[config.mk]
export PLATFORM = sky130hd
export DESIGN_NAME = ai_cache_refill_ctrl
export DESIGN_NICKNAME = d
export VERILOG_FILES = /design/src/rtl/ai_cache_refill_ctrl.sv
export SDC_FILE = /design/constraint.sdc
export NUM_CORES = 1
export LEC_CHECK = 0
export BUFFER_PORTS_ARGS = -buffer_cell sky130_fd_sc_hd__buf_2
export CAP_MARGIN = 30
export CORE_AREA = 2 2 200 202
export DETAILED_ROUTE_END_ITERATION = 6
export DIE_AREA = 0 0 202 204
export GPL_ROUTABILITY_DRIVEN = 1
export PLACE_DENSITY = 0.49
export SLEW_MARGIN = 40
export SYNTH_ARGS = -nofsm -noshare
export SYNTH_HDL_FRONTEND = slang
export SYNTH_SLANG_ARGS = --single-unit
[constraint.sdc]
create_clock -name clk -period 5.27 [get_ports clk]
set_input_delay 0.2635 -clock clk [delete_from_list [all_inputs] [get_ports clk]]
set_output_delay 0.2635 -clock clk [all_outputs]
set_load 0.01 [all_outputs]
[src/rtl/ai_cache_refill_ctrl.sv]
// Read-miss refill controller: one outstanding line read, fill strobe, completion pulse.
// Optional wait-state timeout is compiled in with `define REFILL_TIMEOUT_EN.
module ai_cache_refill_ctrl #(
  parameter int ADDR_WIDTH     = 32,
  parameter int DATA_WIDTH     = 128,
  parameter int TIMEOUT_CYCLES = 64
) (
  input  logic                  clk,
  input  logic                  reset,
  input  logic                  miss_valid,
  output logic                  miss_ready,
  input  logic [ADDR_WIDTH-1:0] miss_addr,
  output logic                  mem_req_valid,
  input  logic                  mem_req_ready,
  output logic [ADDR_WIDTH-1:0] mem_req_addr,
  input  logic                  mem_rsp_valid,
  input  logic [DATA_WIDTH-1:0] mem_rsp_data,
  input  logic                  mem_rsp_err,
  output logic                  fill_en,
  output logic [ADDR_WIDTH-1:0] fill_addr,
  output logic [DATA_WIDTH-1:0] fill_data,
  output logic                  resp_valid,
  output logic [DATA_WIDTH-1:0] resp_data,
  output logic                  resp_err,
  output logic                  busy,
  output logic [15:0]           refill_count
);

  // state  | meaning
  // IDLE   | ready for a miss, memory responses ignored
  // REQ    | line read request presented to memory
  // WAIT   | request accepted, waiting for the response
  // FILL   | one-cycle fill strobe plus good completion
  // ERR    | one-cycle error completion, no fill
  typedef enum logic [2:0] {S_IDLE, S_REQ, S_WAIT, S_FILL, S_ERR} state_t;

  localparam int OFF = $clog2(DATA_WIDTH / 8);
  localparam logic [ADDR_WIDTH-1:0] LINE_MASK = ~ADDR_WIDTH'((64'd1 << OFF) - 64'd1);

  if ((TIMEOUT_CYCLES < 1) || (TIMEOUT_CYCLES > 65535) || (DATA_WIDTH < 8)) begin : g_bad_params
  end

  state_t                r_state;
  logic                  r_miss_ready;
  logic                  r_mem_req_valid;
  logic [ADDR_WIDTH-1:0] r_line_addr;
  logic                  r_fill_en;
  logic [DATA_WIDTH-1:0] r_fill_data;
  logic                  r_resp_valid;
  logic [DATA_WIDTH-1:0] r_resp_data;
  logic                  r_resp_err;
  logic                  r_busy;
  logic [15:0]           r_refill_count;
  logic [ADDR_WIDTH-1:0] w_aligned;

`ifdef REFILL_TIMEOUT_EN
  localparam logic [15:0] TMO_LAST = 16'(TIMEOUT_CYCLES - 1);
  logic [15:0] r_wait_cnt;
`endif

  assign w_aligned = miss_addr & LINE_MASK;

  always_ff @(posedge clk) begin
    if (!reset) begin
      r_state         <= S_IDLE;
      r_miss_ready    <= 1'b1;
      r_mem_req_valid <= 1'b0;
      r_line_addr     <= '0;
      r_fill_en       <= 1'b0;
      r_fill_data     <= '0;
      r_resp_valid    <= 1'b0;
      r_resp_data     <= '0;
      r_resp_err      <= 1'b0;
      r_busy          <= 1'b0;
      r_refill_count  <= '0;
`ifdef REFILL_TIMEOUT_EN
      r_wait_cnt      <= '0;
`endif
    end else begin
      r_fill_en    <= 1'b0;
      r_resp_valid <= 1'b0;
      r_resp_err   <= 1'b0;
      case (r_state)
        S_IDLE: begin
          if (miss_valid) begin
            r_line_addr     <= w_aligned;
            r_state         <= S_REQ;
            r_miss_ready    <= 1'b0;
            r_mem_req_valid <= 1'b1;
            r_busy          <= 1'b1;
          end
        end
        S_REQ: begin
          if (mem_req_ready) begin
            r_state         <= S_WAIT;
            r_mem_req_valid <= 1'b0;
`ifdef REFILL_TIMEOUT_EN
            r_wait_cnt      <= '0;
`endif
          end
        end
        S_WAIT: begin
          if (mem_rsp_valid) begin
            if (mem_rsp_err) begin
              r_state      <= S_ERR;
              r_resp_valid <= 1'b1;
              r_resp_err   <= 1'b1;
              r_resp_data  <= '0;
            end else begin
              r_state      <= S_FILL;
              r_fill_en    <= 1'b1;
              r_resp_valid <= 1'b1;
              r_fill_data  <= mem_rsp_data;
              r_resp_data  <= mem_rsp_data;
            end
          end
`ifdef REFILL_TIMEOUT_EN
          // a response on the limit cycle wins because it is tested first
          else if (r_wait_cnt == TMO_LAST) begin
            r_state      <= S_ERR;
            r_resp_valid <= 1'b1;
            r_resp_err   <= 1'b1;
            r_resp_data  <= '0;
          end else begin
            r_wait_cnt <= r_wait_cnt + 16'd1;
          end
`endif
        end
        S_FILL: begin
          r_state      <= S_IDLE;
          r_miss_ready <= 1'b1;
          r_busy       <= 1'b0;
          if (r_refill_count != 16'hFFFF) r_refill_count <= r_refill_count + 16'd1;
        end
        S_ERR: begin
          r_state      <= S_IDLE;
          r_miss_ready <= 1'b1;
          r_busy       <= 1'b0;
        end
        default: begin
          r_state         <= S_IDLE;
          r_miss_ready    <= 1'b1;
          r_mem_req_valid <= 1'b0;
          r_busy          <= 1'b0;
        end
      endcase
    end
  end

  assign miss_ready    = r_miss_ready;
  assign mem_req_valid = r_mem_req_valid;
  assign mem_req_addr  = r_line_addr;
  assign fill_en       = r_fill_en;
  assign fill_addr     = r_line_addr;
  assign fill_data     = r_fill_data;
  assign resp_valid    = r_resp_valid;
  assign resp_data     = r_resp_data;
  assign resp_err      = r_resp_err;
  assign busy          = r_busy;
  assign refill_count  = r_refill_count;

endmodule

==> flow_summary.json <==
{
  "status": "completed",
  "via_per_inst": 4.45,
  "synth.yosys.seq_area_share_pct": 58.0,
  "clock_skew_ps": 18.2,
  "gp_congestion": 0.787,
  "initial_core_util_pct": 27.2,
  "setup_tns_ps": 0,
  "cts_setup_buffers": 0,
  "p_int_uw": 4070,
  "max_freq_mhz": 394,
  "floorplan.rows": 73,
  "switchingPower_uw": 1200,
  "antenna_found_initial": 1,
  "clk_latency_ps": 530,
  "core_um2": 39200,
  "drtIter0Drc": 434,
  "drv_slew": 0,
  "finalCritPeriodShare_pct": 48.2,
  "postRouteAntennaNets": 0,
  "synth_edf_count": 0,
  "cp-start-kind": "flop",
  "clk_pin_slew_ps": 60,
  "postSynthCellCount": 1275,
  "syn_to_final_growth_pct": 50.5,
  "nNetsFinal": 2018,
  "synth_seq_cells": 309,
  "detailedPlacementHpwl_um": 24900,
  "slew_headroom_pct": 39.2,
  "wl_per_cell_um": 15.6,
  "io_pins": 508,
  "clockPowerShare_pct": 47.4,
  "arrival_ps": 3000,
  "rsz0062_at_grt": "no",
  "grt_overflow": 0,
  "vias": 10686,
  "async_flop_share_pct": 0,
  "yosysUniqueCellTypes": 44,
  "die_y_um": 204,
  "cts_tree": "built",
  "die_area_um2": 41200,
  "dp_cells": 2189,
  "hold_path.class": "in -> reg",
  "grt_use_total_pct": 17.4,
  "clock_sinks": 309,
  "grt_pass1_wl_um": 56800,
  "critPathRequiredTime_ps": 5730,
  "firstDrtPassIters": 4,
  "worst_pin_slew_ps": 912,
  "swShare_pct": 22.7,
  "tritoncts.num_buffers": 37,
  "grt_max_degree": 168,
  "avgSynthCellArea_um2": 8.36,
  "crit_fanout": 60,
  "period_minus_slack_ps": 2540,
  "hold_violations": 0,
  "drive_gt1_share_pct": 30.4,
  "cts-root-buf": "clkbuf_16",
  "synth.cell_area_um2": 10700,
  "power_density_nw_per_um2": 328,
  "crit_type": "reg -> reg",
  "cts_max_level": 2,
  "end_kind": "flop",
  "p_comb_share_pct": 7.0,
  "drc": 0,
  "yosys_warnings": 0,
  "layout.cells.non_filler": 2399,
  "clockBufferDepth": 3,
  "setup_viol": 0,
  "power.leakage_uw": 0.00708,
  "max-cap-violations": 0,
  "dieWidth_um": 202,
  "io_buffers": 495,
  "irDropWorstVdd_mv": 0.210,
  "synth-main-ff-cell": "dfxtp_1",
  "grt_pass1_vias": 10198,
  "seqPwrFrac_pct": 45.6,
  "routed_wl_um": 37300
}
## power groups by stage
stage          registers (uW)  clock network (uW)  logic [uW]
4_1_cts                  2400                2580         373
3_5_place_dp             2450                   0         284
5_1_grt                  2400                2680         404
2_1_floorplan            2460                   0         141
3_3_place_gp             2450                   0         283
6_report                 2400                2490         370
## sequential cells by signal, indices dropped and copies added, names as in the netlist
register,flops
r_state,3
resp_valid,1
fill_en,1
busy,1
fill_data,128
fill_addr,28
refill_count,16
miss_ready,1
resp_err,1
resp_data,128
mem_req_valid,1
## routing by layer
metal	track usage, %	part of all wire (%)
met1	19.7	41
met2	30.1	48
met3	5.47	8.1
met4	7.41	3.4
met5	0	0.040
## Yosys cell counts (3+ instances only)
cell	number	area, um2
nor4_1	3	18.8
dfxtp_1	309	6190
nand3b_1	5	37.5
and4_1	3	26.3
buf_1	8	30.0
buf_4	36	270
nand2_1	439	1650
or4_1	4	30.0
a21oi_1	299	1500
o21ai_0	6	30.0
nor3b_1	10	75.1
nand4_1	5	31.3
o31ai_1	4	30.0
nor2_1	22	82.6
buf_2	17	85.1
inv_1	4	15.0
clkbuf_1	58	218
nand2b_1	6	37.5
nand3_1	5	25.0
mux2i_1	4	40.0
## final timing paths
kind / from / endpoint / slack, ps / cells after the start
worst max register to register: r_state[1]$_SDFFE_PN0P_ / fill_data[55]$_SDFFE_PN0P_ / 2730 / 5
worst max-delay path: r_state[1]$_SDFFE_PN0P_ / fill_data[55]$_SDFFE_PN0P_ / 2730 / 5
worst min-delay path: mem_rsp_data[3] / resp_data[3]$_SDFFE_PN0P_ / 40 / 3
worst min register to register: fill_data[69]$_SDFFE_PN0P_ / fill_data[69]$_SDFFE_PN0P_ / 450 / 2
## final cells by class
type	instances	area [um2]
Antenna cell	1	2.50
Clock buffer	52	1070
Clock inverter	9	110
Fill cell	3993	23100
Inverter	4	22.5
Multi-Input combinational cell	848	3890
Sequential cell	309	6190
Tap cell	525	657
Timing Repair Buffer	651	4100
## metrics by stage
step	setup slack, ps	hold WS, ps	power (uW)	util (%)	area (um2)
floorplan	3430	399	2600	-	10700
global placement	2270	436	2730	34.0	13300
detailed placement	2660	443	2730	34.1	13400
CTS	2620	5.70	5350	40.9	16000
global route	2500	25.5	5480	40.9	16000
finish	2730	37.9	5260	40.9	16000
## worst max-delay path: stages (launching register included)
cell	delay, ps
dfxtp_1	580
nand4bb_4	490
nor2_4	320
buf_4	650
nand2_1	220
a21oi_1	160
## timing repair
action,CTS,global route
gates resized for setup,0,0
endpoints found under the hold margin,257,0
hold buffers,148,0
## layout by cell type, fill, tap and decap left out, drive strengths merged, types with 2 or more instances in the layout
| cell type | count |
|---|---|
| nor4 | 4 |
| dfxtp | 309 |
| nor3b | 10 |
| nand2 | 439 |
| conb | 8 |
| nand3 | 6 |
| clkbuf | 52 |
| or3 | 3 |
| bufinv | 2 |
| a21oi | 299 |
| or4 | 5 |
| dlygate4sd3 | 148 |
| o31ai | 4 |
| nor3 | 3 |
| buf | 503 |
| mux2i | 4 |
| o21ai | 6 |
| nor2 | 22 |
| or2 | 3 |
| clkinv | 6 |
| nand2b | 6 |
| nand4 | 5 |
| inv | 5 |
| and4 | 3 |
| and2 | 2 |
| nand3b | 5 |
## kinds of logic (layout without fill, tap and decap cells)
group | count (synthesis) | after routing | synth area share (%)
AND/OR/NAND/NOR | 521 | 521 | 20.2
other | 1 | 9 | 0.0352
flip-flops | 309 | 309 | 58.0
adder cells (fa/ha/maj) | 1 | 1 | 0.117
AO/OA/AOI/OAI | 312 | 312 | 15.0
XOR/XNOR | 2 | 2 | 0.164
buffers and inverters | 125 | 716 | 5.99
multiplexers | 4 | 4 | 0.376
No activity file was read; power rests on OpenSTA's default activity.
